===== config.mk =====
export PLATFORM = sky130hd
export DESIGN_NAME = cpu_sequencer_flat
export DESIGN_NICKNAME = d
export VERILOG_FILES = /design/src/rtl/cpu_pkg.sv /design/src/rtl/cpu_sequencer_if.sv /design/src/rtl/cpu_sequencer.sv /design/src/flat_wrapper.sv
export SDC_FILE = /design/constraint.sdc
export NUM_CORES = 1
export LEC_CHECK = 0
export ABC_AREA = 1
export ABC_CLOCK_PERIOD_IN_PS = 2100
export CAP_MARGIN = 20
export CORE_UTILIZATION = 45
export CTS_CLUSTER_SIZE = 12
export DETAILED_ROUTE_END_ITERATION = 10
export PLACE_DENSITY_LB_ADDON = 0.1
export SYNTH_ARGS = -nofsm -noshare
export SYNTH_HDL_FRONTEND = slang
export SYNTH_SLANG_ARGS = --single-unit

===== constraint.sdc =====
create_clock -name clock -period 2.1 [get_ports clock]
set_clock_uncertainty 0.2 [all_clocks]
set_input_delay 0.315 -clock clock [delete_from_list [all_inputs] [get_ports clock]]
set_output_delay 0.315 -clock clock [all_outputs]
set_load 0.005 [all_outputs]

===== src/rtl/cpu_pkg.sv =====
// Shared definitions for the multi-cycle CPU sequencer.
//   opcode_t     : the legal major opcodes (instruction bits [6:0])
//   seq_state_t  : sequencer state encoding, also exported on state_o
//   Alu*         : alu_op encodings produced by the sequencer
//   Wb*          : wb_sel encodings (write-back source select)
package cpu_pkg;

    typedef enum logic [6:0] {
        OpLoad   = 7'b0000011,
        OpIAlu   = 7'b0010011,
        OpStore  = 7'b0100011,
        OpR      = 7'b0110011,
        OpLui    = 7'b0110111,
        OpBranch = 7'b1100011,
        OpJal    = 7'b1101111
    } opcode_t;

    typedef enum logic [2:0] {
        StFetch     = 3'd0,
        StDecode    = 3'd1,
        StExecute   = 3'd2,
        StMem       = 3'd3,
        StWriteback = 3'd4,
        StHalt      = 3'd5,
        StTrap      = 3'd6
    } seq_state_t;

    localparam logic [3:0] AluAdd = 4'b0000;
    localparam logic [3:0] AluSub = 4'b1000;

    localparam logic [1:0] WbAlu = 2'd0;
    localparam logic [1:0] WbMem = 2'd1;
    localparam logic [1:0] WbPc4 = 2'd2;
    localparam logic [1:0] WbImm = 2'd3;

    function automatic logic op_legal(input logic [6:0] op);
        case (op)
            OpLoad, OpIAlu, OpStore, OpR, OpLui, OpBranch, OpJal: op_legal = 1'b1;
            default:                                              op_legal = 1'b0;
        endcase
    endfunction

endpackage


===== src/rtl/cpu_sequencer_if.sv =====
// Sequencer <-> datapath/memory bundle.
//   master : the sequencer (consumes instruction fields and status, drives controls)
//   slave  : the datapath / memory side
// Optional: CPU_SEQUENCER_INSTRET_EN adds the 32-bit retired-instruction counter.
interface cpu_sequencer_if;
    // Instruction register fields and status
    logic [6:0]  opcode;
    logic [2:0]  funct3;
    logic        funct7_5;
    logic        branch_taken;
    logic        mem_ready;
    logic        halt_req;
    // Strobes
    logic        ir_we;
    logic        pc_we;
    logic        rf_we;
    logic        mem_req;
    logic        mem_we;
    // Datapath selects
    logic        pc_next_sel;
    logic        alu_a_sel;
    logic        alu_b_sel;
    logic [3:0]  alu_op;
    logic [1:0]  wb_sel;
    // Status
    logic        illegal;
    logic [2:0]  state_o;
    logic        busy;
`ifdef CPU_SEQUENCER_INSTRET_EN
    logic [31:0] instret;
`endif

    modport master (
        input  opcode, funct3, funct7_5, branch_taken, mem_ready, halt_req,
        output ir_we, pc_we, rf_we, mem_req, mem_we,
        output pc_next_sel, alu_a_sel, alu_b_sel, alu_op, wb_sel,
        output illegal, state_o, busy
`ifdef CPU_SEQUENCER_INSTRET_EN
        , output instret
`endif
    );

    modport slave (
        output opcode, funct3, funct7_5, branch_taken, mem_ready, halt_req,
        input  ir_we, pc_we, rf_we, mem_req, mem_we,
        input  pc_next_sel, alu_a_sel, alu_b_sel, alu_op, wb_sel,
        input  illegal, state_o, busy
`ifdef CPU_SEQUENCER_INSTRET_EN
        , input instret
`endif
    );

endinterface


===== src/rtl/cpu_sequencer.sv =====
// Multi-cycle control sequencer: FETCH -> DECODE -> EXECUTE -> [MEM] -> [WRITEBACK].
// Ports:
//   clock : rising-edge clock
//   reset : asynchronous active-low reset
//   bus   : cpu_sequencer_if.master (instruction fields, status, strobes, selects)
// Parameter MEM_WAIT_MAX: mem_ready wait cycles tolerated in FETCH/MEM before TRAP (0 = never).
// Optional macro CPU_SEQUENCER_INSTRET_EN: adds bus.instret, +1 on every pc_we cycle.
module cpu_sequencer
    import cpu_pkg::*;
#(
    parameter int unsigned MEM_WAIT_MAX = 15
) (
    input  logic              clock,
    input  logic              reset,
    cpu_sequencer_if.master   bus
);

    localparam int unsigned CntW = (MEM_WAIT_MAX > 1) ? $clog2(MEM_WAIT_MAX) : 1;
    localparam logic [CntW-1:0] WaitLast = CntW'(MEM_WAIT_MAX - 1);
    localparam bit TimeoutEn = (MEM_WAIT_MAX != 0);

    seq_state_t      state_q, state_d;
    logic [CntW-1:0] wait_q, wait_d;
    logic            illegal_q, illegal_d;
`ifdef CPU_SEQUENCER_INSTRET_EN
    logic [31:0]     instret_q, instret_d;
`endif

    logic       ir_we, pc_we, rf_we, mem_req, mem_we;
    logic       pc_next_sel, alu_a_sel, alu_b_sel;
    logic [3:0] alu_op;
    logic [1:0] wb_sel;
    logic       to_fetch;
    logic       timeout;

    always_comb begin
        state_d     = state_q;
        wait_d      = wait_q;
        illegal_d   = illegal_q;
        ir_we       = 1'b0;
        pc_we       = 1'b0;
        rf_we       = 1'b0;
        mem_req     = 1'b0;
        mem_we      = 1'b0;
        pc_next_sel = 1'b0;
        alu_a_sel   = 1'b0;
        alu_b_sel   = 1'b0;
        alu_op      = AluAdd;
        wb_sel      = WbAlu;
        to_fetch    = 1'b0;
        // This cycle is the MEM_WAIT_MAX-th consecutive cycle without mem_ready
        timeout     = TimeoutEn && (wait_q == WaitLast);

        case (state_q)
            StFetch: begin
                mem_req = 1'b1;
                if (bus.mem_ready) begin
                    ir_we   = 1'b1;
                    state_d = StDecode;
                end else if (timeout) begin
                    state_d   = StTrap;
                    illegal_d = 1'b1;
                end else begin
                    wait_d = wait_q + CntW'(1);
                end
            end
            StDecode: begin
                if (op_legal(bus.opcode)) begin
                    state_d = StExecute;
                end else begin
                    state_d   = StTrap;
                    illegal_d = 1'b1;
                end
            end
            StExecute: begin
                case (bus.opcode)
                    OpR: begin
                        alu_op  = {bus.funct7_5, bus.funct3};
                        state_d = StWriteback;
                    end
                    OpIAlu: begin
                        // bit 30 only selects SRAI vs SRLI; elsewhere it is immediate
                        alu_op    = {(bus.funct3 == 3'b101) & bus.funct7_5, bus.funct3};
                        alu_b_sel = 1'b1;
                        state_d   = StWriteback;
                    end
                    OpLui: state_d = StWriteback;
                    OpJal: begin
                        alu_a_sel = 1'b1;
                        alu_b_sel = 1'b1;
                        state_d   = StWriteback;
                    end
                    OpLoad, OpStore: begin
                        alu_b_sel = 1'b1;
                        state_d   = StMem;
                    end
                    OpBranch: begin
                        alu_op      = AluSub;
                        pc_we       = 1'b1;
                        pc_next_sel = bus.branch_taken;
                        to_fetch    = 1'b1;
                    end
                    default: begin
                        // IR changed under us; treat like an illegal decode
                        state_d   = StTrap;
                        illegal_d = 1'b1;
                    end
                endcase
            end
            StMem: begin
                mem_req = 1'b1;
                mem_we  = (bus.opcode == OpStore);
                if (bus.mem_ready) begin
                    if (bus.opcode == OpLoad) begin
                        state_d = StWriteback;
                    end else begin
                        pc_we    = 1'b1;
                        to_fetch = 1'b1;
                    end
                end else if (timeout) begin
                    state_d   = StTrap;
                    illegal_d = 1'b1;
                end else begin
                    wait_d = wait_q + CntW'(1);
                end
            end
            StWriteback: begin
                rf_we       = 1'b1;
                pc_we       = 1'b1;
                pc_next_sel = (bus.opcode == OpJal);
                case (bus.opcode)
                    OpLoad:  wb_sel = WbMem;
                    OpJal:   wb_sel = WbPc4;
                    OpLui:   wb_sel = WbImm;
                    default: wb_sel = WbAlu;
                endcase
                to_fetch = 1'b1;
            end
            StHalt: begin
                if (!bus.halt_req) state_d = StFetch;
            end
            StTrap: state_d = StTrap;
            default: begin
                state_d   = StTrap;
                illegal_d = 1'b1;
            end
        endcase

        // halt_req is only honoured at instruction boundaries
        if (to_fetch) state_d = bus.halt_req ? StHalt : StFetch;

        if (bus.mem_ready || (state_d != state_q)) wait_d = '0;

        // Strobes drop asynchronously with reset, even mid-handshake
        if (!reset) begin
            ir_we   = 1'b0;
            pc_we   = 1'b0;
            rf_we   = 1'b0;
            mem_req = 1'b0;
            mem_we  = 1'b0;
        end

`ifdef CPU_SEQUENCER_INSTRET_EN
        instret_d = instret_q + {31'd0, pc_we};
`endif
    end

    always_ff @(posedge clock or negedge reset) begin
        if (!reset) begin
            state_q   <= StFetch;
            wait_q    <= '0;
            illegal_q <= 1'b0;
`ifdef CPU_SEQUENCER_INSTRET_EN
            instret_q <= 32'd0;
`endif
        end else begin
            state_q   <= state_d;
            wait_q    <= wait_d;
            illegal_q <= illegal_d;
`ifdef CPU_SEQUENCER_INSTRET_EN
            instret_q <= instret_d;
`endif
        end
    end

    assign bus.ir_we       = ir_we;
    assign bus.pc_we       = pc_we;
    assign bus.rf_we       = rf_we;
    assign bus.mem_req     = mem_req;
    assign bus.mem_we      = mem_we;
    assign bus.pc_next_sel = pc_next_sel;
    assign bus.alu_a_sel   = alu_a_sel;
    assign bus.alu_b_sel   = alu_b_sel;
    assign bus.alu_op      = alu_op;
    assign bus.wb_sel      = wb_sel;
    assign bus.illegal     = illegal_q;
    assign bus.state_o     = state_q;
    assign bus.busy        = (state_q != StHalt) && (state_q != StTrap);
`ifdef CPU_SEQUENCER_INSTRET_EN
    assign bus.instret     = instret_q;
`endif

endmodule


===== src/flat_wrapper.sv =====
// flat-port wrapper written by rule: the top's interface ports become plain ports
module cpu_sequencer_flat import cpu_pkg::*;
#(
    parameter int unsigned MEM_WAIT_MAX = 15
)
  (clock, reset, bus_opcode, bus_funct3, bus_funct7_5, bus_branch_taken, bus_mem_ready, bus_halt_req, bus_ir_we, bus_pc_we, bus_rf_we, bus_mem_req, bus_mem_we, bus_pc_next_sel, bus_alu_a_sel, bus_alu_b_sel, bus_alu_op, bus_wb_sel, bus_illegal, bus_state_o, bus_busy);
  cpu_sequencer_if bus_i ();
  input  logic clock;
  input  logic reset;
  input wire logic [$bits(bus_i.opcode)-1:0] bus_opcode;
  input wire logic [$bits(bus_i.funct3)-1:0] bus_funct3;
  input wire logic [$bits(bus_i.funct7_5)-1:0] bus_funct7_5;
  input wire logic [$bits(bus_i.branch_taken)-1:0] bus_branch_taken;
  input wire logic [$bits(bus_i.mem_ready)-1:0] bus_mem_ready;
  input wire logic [$bits(bus_i.halt_req)-1:0] bus_halt_req;
  output wire logic [$bits(bus_i.ir_we)-1:0] bus_ir_we;
  output wire logic [$bits(bus_i.pc_we)-1:0] bus_pc_we;
  output wire logic [$bits(bus_i.rf_we)-1:0] bus_rf_we;
  output wire logic [$bits(bus_i.mem_req)-1:0] bus_mem_req;
  output wire logic [$bits(bus_i.mem_we)-1:0] bus_mem_we;
  output wire logic [$bits(bus_i.pc_next_sel)-1:0] bus_pc_next_sel;
  output wire logic [$bits(bus_i.alu_a_sel)-1:0] bus_alu_a_sel;
  output wire logic [$bits(bus_i.alu_b_sel)-1:0] bus_alu_b_sel;
  output wire logic [$bits(bus_i.alu_op)-1:0] bus_alu_op;
  output wire logic [$bits(bus_i.wb_sel)-1:0] bus_wb_sel;
  output wire logic [$bits(bus_i.illegal)-1:0] bus_illegal;
  output wire logic [$bits(bus_i.state_o)-1:0] bus_state_o;
  output wire logic [$bits(bus_i.busy)-1:0] bus_busy;
  assign bus_i.opcode = bus_opcode;
  assign bus_i.funct3 = bus_funct3;
  assign bus_i.funct7_5 = bus_funct7_5;
  assign bus_i.branch_taken = bus_branch_taken;
  assign bus_i.mem_ready = bus_mem_ready;
  assign bus_i.halt_req = bus_halt_req;
  assign bus_ir_we = bus_i.ir_we;
  assign bus_pc_we = bus_i.pc_we;
  assign bus_rf_we = bus_i.rf_we;
  assign bus_mem_req = bus_i.mem_req;
  assign bus_mem_we = bus_i.mem_we;
  assign bus_pc_next_sel = bus_i.pc_next_sel;
  assign bus_alu_a_sel = bus_i.alu_a_sel;
  assign bus_alu_b_sel = bus_i.alu_b_sel;
  assign bus_alu_op = bus_i.alu_op;
  assign bus_wb_sel = bus_i.wb_sel;
  assign bus_illegal = bus_i.illegal;
  assign bus_state_o = bus_i.state_o;
  assign bus_busy = bus_i.busy;
  cpu_sequencer #(.MEM_WAIT_MAX(MEM_WAIT_MAX)) u_core (.clock(clock), .reset(reset), .bus(bus_i));
endmodule

==> results.ini, run 1 <==
[place]
io_buffers = 34
dp_hpwl_um = 2590
pre_cts_ws_ns = -0.399
gp_congestion = 0.907
detailed_place.area_um2 = 1570

[synthesis]
synth_cells = 166
synth_area_leaders = dfrtp_1, nand2_1, inv_1
synth_top_area_share_pct = 20.4
synth_nets = 184
yosysSeqAreaShare_pct = 20.4
ys_seq_elements = 8
ys_types = 27
syn_area_um2 = 982
yosysWarnings = 0
yosys.area.top_type = dfrtp_1
syn_area_per_cell_um2 = 5.92

[cts]
numCtsBuffers = 3
ctsHoldBuffers = 0
cts_htree_levels = 1
cts_root_buffer = clkbuf_4
cts_buffer_depth = 2
clkSinkCount = 8

[run_status]
error = [ERROR GRT-0232] Routing congestion too high. Check the congestion heatmap in the GUI.
haltStage = 5_1_grt
outcome = aborted with a tool error

[global_routing]
grt_util_all_layers_pct = 57.5
grt_max_degree = 9
grt.overflow.total = 3

[sta]
endpoint_type = register data pin
grt_worst_setup_endpoint = u_core.wait_q[2]$_DFFE_PN0P_/D

[die]
initial_utilization_pct = 49.1
core.rowCount = 16
io-pin-count = 35
fp.dieW_um = 48.7
die_h_um = 48.7

==> logic make-up after synthesis <==
group | synth area share, %
compound gates | 12.4
xor+xnor | 2.68
fa+ha+maj | 2.55
buf+inv | 14.5
flops | 20.4
simple gates | 47.5
==> Yosys cell counts (all sizes together) <==
master   n
xnor2    1
nand4    3
or3      1
xor2     2
nor2    30
nor4     1
o21ai    5
o211ai   1
o32ai    1
buf      1
a41oi    1
a21oi   10
ha       2
nand2   46
dfrtp    8
inv     35
o21bai   1
nor3     2
a31oi    1
nand3   14
==> per-stage QoR <==
step / std cells / hold WS [ns] / TNS [ns]
floorplan: 166 / -0.181 / 0
detailed placement: 256 / 0.273 / -5.82
CTS: 268 / 0.171 / -0.0865
global placement: 256 / 0.268 / -4.65
==> per-layer routing <==
layer	GRT usage (%)	GRT overflow
met5	0	0
met4	61.3	2
met3	32.7	0
met2	83.8	1
met1	53.9	0
==> repair_timing <==
action / CTS
setup endpoints to repair: 19
buffers inserted: 9
pin swaps: 8
resized for setup: 46
==> run 2, diff against run 1 <==
Settings changed: CORE_AREA set to 2 2 63 65, CORE_UTILIZATION 45 to not set, CTS_CLUSTER_SIZE 12 to not set, DIE_AREA set to 0 0 65 67, PLACE_DENSITY_LB_ADDON 0.1 to 0.15.
==> run 2 against run 1 <==
The run now ends clean. Synthesized area did not move. Synthesized cell count stayed put.
==> results.ini, run 2 <==
[route]
num_vias = 1336
drtIter0Drc = 33
drc_errors = 0
postRouteAntennaNets = 0
wl_per_cell_um = 11.8
wirelength_um = 3520
viasPerCell = 4.47
drt_first_pass_iters = 4

[sta]
hold_viol = 0
setup_viol = 0
rsz0062_at_grt = true
max_freq_ghz = 0.493
relSlewSlack_pct = 81.8
worst_pin_slew_ns = 0.272
min_period_ns = 2.03
slew_violations = 0
fin_crit_sh_pct = 96.6

[final_layout]
layout.cells.non_filler = 299
nets = 271
area_growth_pct = 92.7
layout-drive-gt1-share_pct = 44.6
layout_common_cells = buf_4, nand2_1, inv_1, nand2_2, nor2_1
layout_commonest_cell = buf_4
diodes = 0
regMostFlops = u_core.wait_q
largest_register_ffs = 4
nFillCells = 370
final_util_pct = 52.5

[pwr]
swShare_pct = 44.3
powerDensity_nw_per_um2 = 871
clockPowerShare_pct = 11.2
p_seq_share_pct = 15.3
p_int_w = 0.000918
ir_drop_mv = 0.535
leakagePower_nw = 1.03
comb_power_share_pct = 73.5
netSwitchingPower_w = 0.000731

[die]
die_h_um = 67
io-pin-count = 35
design.core.area_um2 = 3610
initial_utilization_pct = 27.2
core.rowCount = 22
fp.dieW_um = 65
die_area_um2 = 4360

[synthesis]
ys_seq_elements = 8
yosysSeqAreaShare_pct = 20.4
synth_area_leaders = dfrtp_1, nand2_1, inv_1
yosys.area.top_type = dfrtp_1
synth_top_area_share_pct = 20.4
synth_cells = 166
synthTopCellsByCount = nand2_1, inv_1, nor2_1
synth-edff-count = 0
syn_area_per_cell_um2 = 5.92
synth_ff_type = dfrtp_1
yosysWarnings = 0
synth_nets = 184
ys_async_sr_fraction_pct = 100
ys_types = 27
syn_area_um2 = 982
yosysMostFrequentCell = nand2_1

[setup_path]
endpoint_kind = output port
r2r_start = u_core.bus.state_o[1]
cp.required_ns = 1.58
crit_type = input port to output port
cp-start-kind = input port
cp-startpoint = bus_opcode[0]
worst-path-max-fanout = 4
arrival_ns = 1.51

[global_routing]
grt_pass1_vias = 1377
grt_pass1_wl_um = 5840
antenna_found_initial = 0
grt.overflow.total = 0
grt_util_all_layers_pct = 17.5
grt_max_degree = 9

[run]
cap_violations = 0

[cts]
clk_latency_ns = 0.23
cts.clk_slew.worst_paths_ns = 0.04
cts_htree_levels = 1
ctsHoldBuffers = 0
cts_tree = yes
clkSinkCount = 8
numCtsBuffers = 3
cts_buffer_depth = 2
cts_root_buffer = clkbuf_8

[place]
gp_congestion = 0.806
placed_cells = 283
io_buffers = 34
dp_hpwl_um = 2610

[hold_path]
hold_class = input port to async pin

[run_status]
outcome = finished, final reports clean

-- run 2: cell counts after synthesis --
Identical to the previous run, type by type.
-- run 2: area by class of cell --
| type | instances | area, um^2 | share of cell area (%) |
|---|---|---|---|
| multi-input combinational | 122 | 768 | 40.6 |
| timing repair buffer | 83 | 684 | 36.2 |
| sequential | 8 | 203 | 10.7 |
| inverter | 35 | 136 | 7.20 |
| tap | 48 | 60.1 | 3.17 |
| clock buffer | 3 | 41.3 | 2.18 |
-- run 2: worst paths after layout --
check,cells past startpoint,slack [ns],to
min in group clock,1,0.27,u_core.bus.illegal
max reg2reg,14,0.10,u_core.wait_q[3]
min reg2reg,1,0.27,u_core.bus.illegal
max in group asynchronous,2,1.36,u_core.bus.state_o[1]
min,2,0.20,u_core.bus.illegal
max,10,0.07,bus_alu_op[3]
-- run 2: kinds of logic (layout without fill, tap and decap cells) --
logic type / Yosys count / after routing / share of synthesized area [%]
AO/OA/AOI/OAI: 20 / 20 / 12.4
XOR/XNOR: 3 / 3 / 2.68
adder cells (fa/ha/maj): 2 / 2 / 2.55
buffers and inverters: 36 / 121 / 14.5
flip-flops: 8 / 8 / 20.4
AND/OR/NAND/NOR: 97 / 97 / 47.5
-- run 2: stage by stage --
step	total power (W)	TNS, ns	instance area (um^2)	hold WS (ns)	worst slack (ns)
after floorplan	0.000767	0	982	-0.181	0.399
after global placement	0.00132	-6.05	1650	0.262	-0.469
after detailed placement	0.00133	-6.37	1650	0.261	-0.487
after CTS	0.00157	-0.000963	1810	0.201	-0.000963
after global routing	0.00181	-0.169	1890	0.233	-0.0474
final	0.00165	0	1890	0.198	0.0705
-- run 2: metal layers --
layer  share of wire (%)  wire length (um)  vias up  track usage, %
li1                    -                 -      693               -
met2                  54              1900       33            36.1
met4                 1.3                45        0            3.99
met5                   0                 0        -               0
met3                 4.7               165        6            2.36
met1                  40              1410      604            18.5
-- run 2: timing repair --
action / 4_1_cts / 5_1_grt
resized for setup: 43 / 38
setup buffers: 12 / 3
pin swaps: 5 / 13
setup endpoints to repair: 19 / 11
-- run 2: power by group through the flow --
stage	clock [W]	sequential (W)	combinational, W
floorplan	0	0.000241	0.000526
global placement	0	0.000244	0.00108
detailed placement	0	0.000246	0.00108
CTS	0.000186	0.000251	0.00113
global route	0.000203	0.000257	0.00135
finish	0.000184	0.000252	0.00121
-- run 2: critical path: stages --
cell	delay, ns
dlygate4sd2_1	0.22
nand2_2	0.09
buf_6	0.13
inv_4	0.07
nand2_8	0.07
buf_4	0.14
o32ai_2	0.10
a41oi_2	0.13
inv_1	0.07
clkdlybuf4s15_1	0.20
Power figures use the tool's default switching activity.
==> run 3, diff against run 2 <==
Settings changed: ABC_CLOCK_PERIOD_IN_PS 2100 to not set.
==> results of run 3 <==
The final DEF is identical to that of run 2; final timing and power are the same.
==> run 4, diff against run 3 <==
Settings changed: CAP_MARGIN 20 to 15.
==> results of run 4 <==
The final DEF is identical to that of run 2; final timing and power are the same.
